## src/rtl/fifo_stream_reader.sv

```systemverilog
// Read-side controller for the 16x8 synchronous FIFO: drains it through rd/empty/dout,
// absorbs the one-cycle read latency in a 3-entry buffer and presents a valid/ready stream.
module fifo_stream_reader #(
    parameter int DW = 8,
    parameter int CW = 16
) (
    input  logic          clk,
    input  logic          rst,
    input  logic          flush,
    input  logic          fifo_empty,
    input  logic          fifo_wr_acc,
    input  logic [DW-1:0] fifo_dout,
    output logic          fifo_rd,
    output logic          m_valid,
    output logic [DW-1:0] m_data,
    input  logic          m_ready,
    output logic [CW-1:0] word_cnt,
    output logic          busy
);

    logic [DW-1:0] mem_q [3];
    logic [DW-1:0] mem_d [3];
    logic [1:0]    head_q, head_d;
    logic [1:0]    tail_q, tail_d;
    logic [1:0]    occ_q, occ_d;
    logic          inflight_q, inflight_d;
    logic [CW-1:0] cnt_q, cnt_d;

    logic [2:0]    load_w;
    logic          rd_acc;
    logic          pop;
    logic          capture;

    function automatic logic [1:0] inc3(input logic [1:0] p);
        return (p == 2'd2) ? 2'd0 : p + 2'd1;
    endfunction

    assign m_valid  = (occ_q != 2'd0);
    assign m_data   = mem_q[head_q];
    assign word_cnt = cnt_q;
    assign busy     = (occ_q != 2'd0) || inflight_q;

    always_comb begin
        // Room is reserved for the in-flight word, so a read never outruns the buffer.
        load_w  = {1'b0, occ_q} + {2'b00, inflight_q};
        fifo_rd = !rst && !fifo_empty && !flush && (load_w <= 3'd2);
        rd_acc  = fifo_rd && !fifo_wr_acc;
        pop     = m_valid && m_ready && !flush;
        capture = inflight_q && !flush;

        mem_d      = mem_q;
        head_d     = head_q;
        tail_d     = tail_q;
        occ_d      = occ_q;
        inflight_d = inflight_q;
        cnt_d      = cnt_q;

        if (flush) begin
            head_d     = '0;
            tail_d     = '0;
            occ_d      = '0;
            inflight_d = 1'b0;
        end else begin
            inflight_d = rd_acc;
            if (capture) begin
                mem_d[tail_q] = fifo_dout;
                tail_d        = inc3(tail_q);
            end
            if (pop) begin
                head_d = inc3(head_q);
                cnt_d  = cnt_q + CW'(1);
            end
            unique case ({capture, pop})
                2'b10:   occ_d = occ_q + 2'd1;
                2'b01:   occ_d = occ_q - 2'd1;
                default: occ_d = occ_q;
            endcase
        end
    end

    always_ff @(posedge clk or posedge rst) begin
        if (rst) begin
            for (int unsigned i = 0; i < 3; i++) begin
                mem_q[i] <= '0;
            end
            head_q     <= '0;
            tail_q     <= '0;
            occ_q      <= '0;
            inflight_q <= 1'b0;
            cnt_q      <= '0;
        end else begin
            mem_q      <= mem_d;
            head_q     <= head_d;
            tail_q     <= tail_d;
            occ_q      <= occ_d;
            inflight_q <= inflight_d;
            cnt_q      <= cnt_d;
        end
    end

endmodule
```

## config.mk

```make
export PLATFORM = sky130hd
export DESIGN_NAME = fifo_stream_reader
export DESIGN_NICKNAME = d
export VERILOG_FILES = /design/src/rtl/fifo_stream_reader.sv
export SDC_FILE = /design/constraint.sdc
export NUM_CORES = 1
export LEC_CHECK = 0
export BUFFER_PORTS_ARGS = -buffer_cell sky130_fd_sc_hd__buf_4
export CAP_MARGIN = 20
export CORE_UTILIZATION = 40
export CTS_BUF_LIST = sky130_fd_sc_hd__clkbuf_8
export DETAILED_ROUTE_END_ITERATION = 8
export SETUP_SLACK_MARGIN = 0.5
export SLEW_MARGIN = 40
export SYNTH_ARGS = -nofsm -noshare
export SYNTH_HDL_FRONTEND = slang
export SYNTH_SLANG_ARGS = --single-unit
```

## constraint.sdc

```tcl
create_clock -name clk -period 3.11 [get_ports clk]
set_input_delay 0.311 -clock clk [delete_from_list [all_inputs] [get_ports clk]]
set_output_delay 0.311 -clock clk [all_outputs]
set_load 0.01 [all_outputs]
```

== Word-level counts from Yosys, hierarchy flattened ==
Cells that the tools add are included.
Operators by class
  equality and inequality tests: 4
  bitwise gates (word level): 3
  add/sub/neg operators: 6
  reductions and logical operators: 19
  mux-type cells: 15
  $lt $le $gt $ge: 4
Operators by type and width (number)
  24-bit bitwise mux: 1
  8-bit two-way mux: 3
  16-bit by 1-bit adder with 16-bit output (second input constant): 1
  8-bit binary-select mux with 2-bit select: 1
  8-bit demux with 2-bit select: 1
  2-bit two-way mux: 7
  1-bit logical AND: 8
  2-bit by 1-bit adder with 2-bit output (second input constant): 3
  2-bit equality test (second input constant): 3
  3-bit >= comparator (second input constant): 2
  2-bit inverter with 3-bit output: 2
  2-bit nonzero test: 3
  1-bit logical NOT: 4
  2-bit one-hot mux with 2 select lines: 1
  2-bit AND reduction: 2
  2-bit by 1-bit adder with 3-bit output: 1
  3-bit by 2-bit <= comparator with 1-bit output (second input constant): 1
  3-bit by 1-bit less-than comparator with 1-bit output (second input constant): 1
  3-bit nonzero test: 1
  2-bit by 1-bit equality test with 1-bit output (second input constant): 1
  2-bit by 1-bit subtractor with 2-bit output (second input constant): 1
  1-bit logical OR: 1
  1-bit two-way mux: 1
  1-bit inverter: 1
Storage, ports and cells
  output and inout port bits: 27
  register bits: 47
  bits of input ports: 14
  word-level logic and storage cells: 59

== Depth between registers and ports, before layout ==
Gate-level depths: netlist of the first run.
  word-level depth: 6
  mapped depth: 6
  depth with buffers taken out: 6

== Least setup slack after synthesis of the first run ==
No wires, ideal clock.
  path kind: register to output
  from: register occ_q[0]
  to: output fifo_rd
  required time: 2.799 ns
  setup slack: 1.468 ns
  data arrival time: 1.331 ns
  path buffers: 0
  cell stages (with the launch flop): 6
  path through: dfrtp_1 -> ha_1 -> ha_1 -> nor2_1 -> a21oi_1 -> nor4_1
On the way
  cells in the longest elaborated chain, start to end: 3
RTL lines
  start: declaration: line 25  | logic [1:0] occ_q, occ_d;
  start signal: assignment: line 88  | occ_q <= '0;
  start signal: assignment: line 95  | occ_q <= occ_d;
  2-bit by 1-bit adder with 3-bit output: line 45  | load_w = {1'b0, occ_q} + {2'b00, inflight_q};
  3-bit by 2-bit <= comparator with 1-bit output: line 46  | fifo_rd = !rst && !fifo_empty && !flush && (load_w <= 3'd2);
  1-bit logical AND: line 46
  end: declaration: line 13  | output logic fifo_rd,
No other way between the ends.

== Final worst setup path of the first run ==
  from: register inflight_q
  to: output fifo_rd
On the way
  cells in the longest elaborated chain, start to end: 3
RTL lines
  start: declaration: line 26  | logic inflight_q, inflight_d;
  start signal: assignment: line 96  | inflight_q <= inflight_d;
  2-bit by 1-bit adder with 3-bit output: line 45
  3-bit by 2-bit <= comparator with 1-bit output: line 46
  1-bit logical AND: line 46
No other way between the ends.

==> reports/qor.txt, run 1 <==
status -> finished clean
die area -> 0.00584 mm2
Worst-path clk slew -> 0.08 ns
max-cap violations -> 0
CP startpoint kind -> register
Seq/Total Area, Yosys -> 0.531
antenna-violating nets left -> 0
EDFF count, synth -> 0
htree depth -> 2
skew final -> 0.00555 ns
via count -> 1505
cell count after synthesis -> 184
Final Hold Viols -> 0
synthesized area -> 0.00221 mm2
io pins -> 41
r2r setup slk -> 1.42 ns
Wirelength per Cell -> 13.5 um
largest net degree at the start of global routing -> 48
R2R Path Start -> inflight_q$_DFF_PP0_
final critical-path share of the clock period -> 0.697
synthesized area per cell -> 12.0 um2
fin nets -> 241
TritonCTS buffer count -> 5
pwr/cell area -> 462 mW/mm2
CTS Buffer Depth -> 2
row count -> 26
Pleak -> 0.00124 uW
post-synthesis mux area share -> 0.168
Synth area leader -> dfrtp_1
ys flop type -> dfrtp_1
Avg Vias per Cell -> 5.12
WL final -> 3.96 mm
CTS hold repair buffers -> 0
fmax -> 0.461 GHz
xor and xnor area share after synthesis -> 0.0633
ys async rst share -> 1.00
fillers -> 480
Critical Path End Type -> output port
CTS tree -> done
final number of setup-violating endpoints -> 0
Die H -> 76.4 um
global-route usage over all layers -> 0.150
clk_lat worst skew -> 0.29 ns
Worst Tran Pin Value -> 0.783 ns
most frequent cell after synthesis -> dfrtp_1
syn nets -> 202
RSZ-0062 raised after global routing -> no
Synth area leaders -> dfrtp_1 53%, mux2_2 13%, xnor2_1 5.1%, mux2i_1 4.1%, nand2_1 2.7%
Placed Area -> 0.00256 mm2
Sink Count -> 47
post-synthesis cell type count -> 33
Slew Limit Fails -> 0
vias in the first global route -> 1462
FF+latch count, synth -> 47
CP Max Fanout -> 12
Synth Area in Simple Gates -> 0.138
layout cells sized above 1 -> 0.357
post-synthesis adder-cell area fraction -> 0.0226
Slew headroom -> 0.478
Post-synth top cells -> 47 x dfrtp_1, 25 x mux2_2, 16 x nand2_1, 13 x xnor2_1, 9 x mux2i_1
Root Driver -> clkbuf_8
GPL Wtd Cong -> 0.735
VDD IR max -> 0.221 mV
initial DRC count -> 69
die width -> 76.4 um
Storage cell area -> 0.00118 mm2
Worst Path Required -> 2.80 ns
Crit Path Category -> reg2out
hpwl dp -> 2.64 mm
final sum of negative setup slack -> 0 ns
post-CTS setup buffer count -> 0
Period minus WS final -> 2.17 ns
total core area -> 0.00520 mm2
total global routing overflow -> 0
initial antenna violation count -> 0
Antenna diodes -> 0
DR DRC count -> 0
Initial Utilization -> 0.425
post-CTS sizing -> 0
port bufs -> 40
multi-input combinational cell area -> 977 um2
main combinational cell family by area after synthesis -> multiplexers
Yosys top cell area share -> 0.531
Compound-Gate Fraction of Synth Area -> 0.0497
Hold/Removal Path Class -> in2async
first-pass GRT wire length -> 6.98 mm
Design Area, Final -> 0.00265 mm2
Reg2Reg Depth -> 2
RR Endpoint -> mem_q[17]$_DFFE_PP0P_
Layout area overhead -> 19.5%
first drt pass iteration count -> 4
Warnings, synthesis -> 0
Worst EP arrival -> 1.86 ns
metrics by stage:
step / utilization / std cells / total power (uW) / hold slack, ns / setup slack, ns
6_report: 0.508 / 294 / 1220 / 0.0953 / 0.943
5_1_grt: 0.508 / 294 / 1290 / 0.122 / 0.740
4_1_cts: 0.508 / 294 / 1240 / 0.109 / 0.920
3_5_place_dp: 0.492 / 286 / 888 / 0.434 / 1.27
3_3_place_gp: 0.492 / 286 / 886 / 0.465 / 1.31
2_1_floorplan: - / 184 / 798 / 0.377 / 1.47
sequential cells by signal (all words and copies together) (netlist names):
| register | count |
|---|---|
| inflight_q | 1 |
| tail_q | 2 |
| word_cnt | 16 |
| mem_q | 24 |
| occ_q | 2 |
| head_q | 2 |
power by group:
part / internal (uW) / switching [uW]
registers: 654 / 29.0
clock network: 154 / 194
logic: 107 / 83.0
worst max path at each step:
stage | depth (start not counted) | from | slack (ns) | to
6_report | 6 | inflight_q$_DFF_PP0_ | 0.94 | fifo_rd
3_5_place_dp | 6 | inflight_q$_DFF_PP0_ | 1.27 | fifo_rd
3_3_place_gp | 6 | inflight_q$_DFF_PP0_ | 1.31 | fifo_rd
5_1_grt | 6 | inflight_q$_DFF_PP0_ | 0.74 | fifo_rd
4_1_cts | 6 | inflight_q$_DFF_PP0_ | 0.92 | fifo_rd
2_1_floorplan | 5 | occ_q[0]$_DFFE_PP0P_ | 1.47 | fifo_rd
final cells by class:
class                      instances  share of cell area
sequential                        47               0.444
inverter                           5             0.00804
multi-input combinational        124               0.369
clock buffer                       5              0.0260
tap                               70              0.0331
clock inverter                     3             0.00567
timing repair buffer              40               0.113
layer usage:
metal  vias to the layer above  global-route usage  wire, um
met5                         -                   0         0
met4                         0              0.0462        24
met3                         2              0.0443       146
met2                        27               0.240      1860
met1                       752               0.196      1920
li1                        724                   -         -
logic make-up after synthesis:
logic type	Yosys count
fa+ha+maj	4
xor+xnor	16
flops	47
compound gates	18
buf+inv	13
mux	34
simple gates	52
critical path, stage by stage, from the launching register on:
cell	delay [ns]
dfrtp_1	0.55
ha_1	0.23
inv_1	0.05
ha_1	0.26
a21oi_1	0.05
nor4_1	0.24
buf_4	0.19
cell usage in the layout, fill, tap and decap left out, types with 2 or more instances in the layout:
| cell type | synthesis | layout |
|---|---|---|
| nand3_1 | 6 | 6 |
| and3_1 | 2 | 2 |
| buf_4 | 0 | 40 |
| clkinv_2 | 0 | 3 |
| xor2_1 | 3 | 3 |
| nand3b_1 | 3 | 3 |
| xnor2_1 | 13 | 13 |
| a21oi_1 | 5 | 5 |
| o21ai_0 | 3 | 3 |
| nand2_1 | 16 | 16 |
| and4bb_2 | 2 | 2 |
| mux2i_1 | 9 | 9 |
| nor2_1 | 8 | 8 |
| clkbuf_8 | 0 | 5 |
| nor3_1 | 2 | 2 |
| dfrtp_1 | 47 | 47 |
| ha_1 | 4 | 4 |
| inv_1 | 5 | 4 |
| o22ai_1 | 7 | 7 |
| nand4_1 | 5 | 5 |
| mux2_2 | 25 | 25 |
Power figures use the tool's default switching activity.
==> inputs of run 2 (changes only) <==
clock period = 1.9 ns   (was 3.11 ns; I/O delays follow)
==> run 2 against run 1 <==
- sequential power rose by 64%
- setup slack lost 0.83 ns
- count of clock-buffer cells in the layout unchanged
==> reports/qor.txt, run 2 (same netlist as run 1, synthesis figures left out) <==
commonest non-fill, non-tap cells in the layout -> 46 x buf_4, 42 x dfrtp_1, 19 x mux2_2
layout cells sized above 1 -> 0.454
vias in the first global route -> 1510
row count -> 26
Max Used Layer -> met4
setup ws final -> 0.114 ns
Wirelength per Cell -> 14.9 um
antenna-violating nets left -> 0
hpwl dp -> 2.79 mm
Setup WS pre-CTS -> 0.230 ns
initial DRC count -> 94
R2R Path Start -> occ_q[0]$_DFFE_PP0P_
max FFs per register -> 24
WL final -> 4.60 mm
max-cap violations -> 0
Tot Pwr -> 2030 uW
VDD IR max -> 0.345 mV
Layout area overhead -> 34.0%
Period minus WS final -> 1.79 ns
clk_lat worst skew -> 0.29 ns
wl on met1 -> 2.25 mm
most common cell after layout, fill and taps aside -> buf_4
Slew Limit Fails -> 0
Top reg by flops -> mem_q
Slew headroom -> 0.707
via count -> 1540
Critical Path End Type -> output port
crit path launch -> inflight_q$_DFF_PP0_
Hold/Removal Path Class -> in2reg
Die H -> 76.4 um
CTS tree -> done
Pleak -> 0.00135 uW
die area -> 0.00584 mm2
total core area -> 0.00520 mm2
final sum of negative setup slack -> 0 ns
status -> finished clean
Worst-path clk slew -> 0.08 ns
fmax -> 0.560 GHz
first-pass GRT wire length -> 7.66 mm
Antenna diodes -> 0
CP startpoint kind -> register
Sink Count -> 47
TritonCTS buffer count -> 5
Worst Tran Pin Value -> 0.439 ns
Crit Path Category -> reg2out
largest net degree at the start of global routing -> 29
total global routing overflow -> 0
met2 WL -> 2.16 mm
Avg Vias per Cell -> 5.00
pwr/cell area -> 683 mW/mm2
Root Driver -> clkbuf_8
htree depth -> 2
die width -> 76.4 um
DR DRC count -> 0
Initial Utilization -> 0.425
Storage cell area -> 0.00118 mm2
final critical-path share of the clock period -> 0.940
initial antenna violation count -> 0
GPL Wtd Cong -> 0.703
fillers -> 462
RSZ-0062 raised after global routing -> yes
metal3 WL -> 134 um
multi-input combinational cell area -> 0.00109 mm2
fin nets -> 257
io pins -> 41
first drt pass iteration count -> 4
global-route usage over all layers -> 0.166
HP Start -> fifo_wr_acc
CTS Buffer Depth -> 2
Final Hold Viols -> 0
skew final -> 0.00709 ns
CP Max Fanout -> 2
Worst Path Required -> 1.71 ns
final number of setup-violating endpoints -> 0
port bufs -> 40
Worst EP arrival -> 1.60 ns
run 2: changes by cell type in the layout (fill, tap and decap cells not counted), sizes merged:
cell and change:
clkinv -3, inv +1, dlygate4sd3 +1, buf +15
run 2: power breakdown:
part           switching (uW)  internal [uW]
registers                45.2           1070
logic                     157            215
clock network             300            240
run 2: layer usage:
| layer | up-vias | global-route usage |
|---|---|---|
| li1 | 768 | - |
| met1 | 739 | 0.240 |
| met2 | 26 | 0.245 |
| met3 | 7 | 0.0335 |
| met4 | 0 | 0.0635 |
| met5 | - | 0 |
run 2: critical path, cell delays in order (launching register included):
cell	delay, ns
dfrtp_2	0.38
ha_2	0.21
inv_2	0.05
ha_4	0.27
a21oi_4	0.06
nor4_4	0.17
buf_4	0.17
run 2: path summary, 6_finish.rpt:
path                       cells past startpoint  slack, ns                  endpoint
setup / recovery                               6       0.11                   fifo_rd
hold / removal                                 2       0.05      inflight_q$_DFF_PP0_
setup reg to reg                               7       0.14   word_cnt[5]$_DFFE_PP0P_
hold reg to reg                                1       0.50  word_cnt[15]$_DFFE_PP0P_
max in group asynchronous                      4       0.90     tail_q[1]$_DFFE_PP0P_
min in group asynchronous                      3       0.50  word_cnt[10]$_DFFE_PP0P_
run 2: layout make-up:
type	count	area share
Sequential cell	47	0.398
Clock inverter	1	0.00126
Timing Repair Buffer	56	0.172
Tap cell	70	0.0295
Inverter	5	0.00717
Multi-Input combinational cell	124	0.368
Clock buffer	5	0.0232
run 2: what timing repair did:
item                                   CTS  global route
hold buffers                             1             0
cloned                                   2             0
resized for setup                       15            28
pin swaps                                2             1
buffers inserted                         7             3
setup endpoints to repair               46            55
endpoints found under the hold margin   19             0
run 2: through the flow:
step	instances	instance area [um2]	utilization	hold slack (ns)
6_report	308	2970	0.570	0.0531
5_1_grt	308	2970	0.570	0.0392
4_1_cts	305	2840	0.546	0.0304
3_5_place_dp	289	2600	0.500	0.244
3_3_place_gp	289	2600	0.500	0.246
2_1_floorplan	184	2220	-	0.256
==> inputs of run 3 (changes only) <==
clock period = 1.7 ns   (was 1.9 ns; I/O delays follow)
==> run 3 against run 2 <==
- the run now ends with setup timing left
- design area grew 5.0%
- global-route usage grew 1.3 points
- core utilization grew 2.9 points
- die area is the same
- sequential cell count is the same
- highest routed layer unchanged
- clock power grew 57%
- power grew 25%
- largest cell class is now multi-input gates
- sequential power grew 13%
- register-to-register slack gained 0.04 ns
- critical path depth is the same
- critical endpoint unchanged
- clock skew shrank 0.0016 ns
- first-iteration DRC count shrank 26%
==> reports/qor.txt, run 3 (same netlist as run 1, synthesis figures left out) <==
Die H -> 76.4 um
Worst-path clk slew -> 0.08 ns
setup ws final -> -0.00741 ns
Hold/Removal Path Class -> in2reg
CTS tree -> done
Worst Tran Pin Value -> 0.562 ns
Pleak -> 0.00140 uW
Layout area overhead -> 40.7%
commonest non-fill, non-tap cells in the layout -> 47 x buf_4, 41 x dfrtp_1, 24 x mux2_4
CP Max Fanout -> 2
row count -> 26
port bufs -> 40
WL final -> 4.92 mm
fillers -> 436
TritonCTS buffer count -> 5
first-pass GRT wire length -> 8.26 mm
via count -> 1637
total global routing overflow -> 0
final critical-path share of the clock period -> 1.00
fmax -> 0.586 GHz
CP startpoint kind -> register
hpwl dp -> 3.28 mm
largest net degree at the start of global routing -> 25
most common cell after layout, fill and taps aside -> buf_4
Worst EP arrival -> 1.54 ns
final number of setup-violating endpoints -> 1
antenna-violating nets left -> 0
status -> complete, but fails checks
initial DRC count -> 70
Crit Path Category -> reg2out
skew final -> 0.00554 ns
Critical Path End Type -> output port
die area -> 0.00584 mm2
Antenna diodes -> 0
CTS Buffer Depth -> 2
DR DRC count -> 0
failing checks -> setup timing
layout cells sized above 1 -> 0.504
die width -> 76.4 um
Avg Vias per Cell -> 5.25
Setup WS pre-CTS -> 0.0943 ns
VDD IR max -> 0.500 mV
first drt pass iteration count -> 4
max-cap violations -> 0
Wirelength per Cell -> 15.8 um
Slew Limit Fails -> 0
GPL Wtd Cong -> 0.672
final sum of negative setup slack -> -0.00741 ns
Top reg by flops -> mem_q
Period minus WS final -> 1.71 ns
Slew headroom -> 0.624
pwr/cell area -> 812 mW/mm2
Sink Count -> 47
Final Hold Viols -> 0
global-route usage over all layers -> 0.179
Initial Utilization -> 0.425
io pins -> 41
RSZ-0062 raised after global routing -> yes
htree depth -> 2
max FFs per register -> 24
initial antenna violation count -> 0
Worst Path Required -> 1.53 ns
clk_lat worst skew -> 0.29 ns
total core area -> 0.00520 mm2
fin nets -> 259
vias in the first global route -> 1720
Root Driver -> clkbuf_8
run 3: changes by cell type in the layout (fill, tap and decap cells not counted), sizes merged:
cell	change
buf	+2
inv	-1
clkbuf	+1
clkinvlp	+1
bufinv	+1
run 3: metrics by stage:
step | area [um2] | instances | util | power, uW | hold slack, ns
4_1_cts | 2960 | 304 | 0.569 | 2530 | 0.0146
5_1_grt | 3120 | 312 | 0.599 | 2670 | 0.00464
6_report | 3120 | 312 | 0.599 | 2530 | 0.0218
3_3_place_gp | 2720 | 292 | 0.522 | 1640 | 0.264
3_5_place_dp | 2720 | 292 | 0.522 | 1660 | 0.273
2_1_floorplan | 2340 | 184 | - | 1470 | 0.193
run 3: layer usage:
layer | vias up | track usage | wire [um] | share of wire
li1 | 759 | - | - | -
met1 | 829 | 0.202 | 2010 | 0.41
met2 | 39 | 0.330 | 2650 | 0.54
met3 | 10 | 0.0455 | 190 | 0.039
met4 | 0 | 0.0558 | 74 | 0.015
met5 | - | 0 | 0 | 0
run 3: critical path: stages, from the launching register on:
cell     delay [ns]
dfrtp_2        0.44
ha_4           0.18
inv_2          0.07
ha_4           0.20
a21oi_4        0.16
nor4_4         0.05
buf_4          0.15
run 3: area by class of cell:
type | count | area [um2] | area share
sequential | 47 | 1180 | 0.380
tap | 70 | 87.6 | 0.0281
clock buffer | 6 | 82.6 | 0.0265
inverter | 5 | 25.0 | 0.00803
clock inverter | 2 | 38.8 | 0.0124
multi-input combinational | 124 | 1210 | 0.387
timing repair buffer | 58 | 493 | 0.158
run 3: path summary, 6_finish.rpt:
kind,slack [ns],startpoint,cells after the start,to
max,-0.007,inflight_q$_DFF_PP0_,6,fifo_rd
min reg2reg,0.47,word_cnt[15]$_DFFE_PP0P_,1,word_cnt[15]$_DFFE_PP0P_
min in group asynchronous,0.54,rst,3,occ_q[1]$_DFFE_PP0P_
min,0.02,fifo_wr_acc,2,inflight_q$_DFF_PP0_
max in group asynchronous,0.67,rst,4,mem_q[5]$_DFFE_PP0P_
max reg2reg,0.18,occ_q[0]$_DFFE_PP0P_,6,word_cnt[5]$_DFFE_PP0P_
run 3: what timing repair did:
item / CTS / global route
endpoints found under the hold margin: 23 / 0
setup endpoints to repair: 54 / 56
pin swaps: 5 / 3
hold buffers: 1 / 0
setup buffers: 3 / 8
gates resized for setup: 22 / 25
run 3: report_power, final:
group          internal, uW  switching, uW
clock                   483            363
sequential             1200           58.7
combinational           253            176
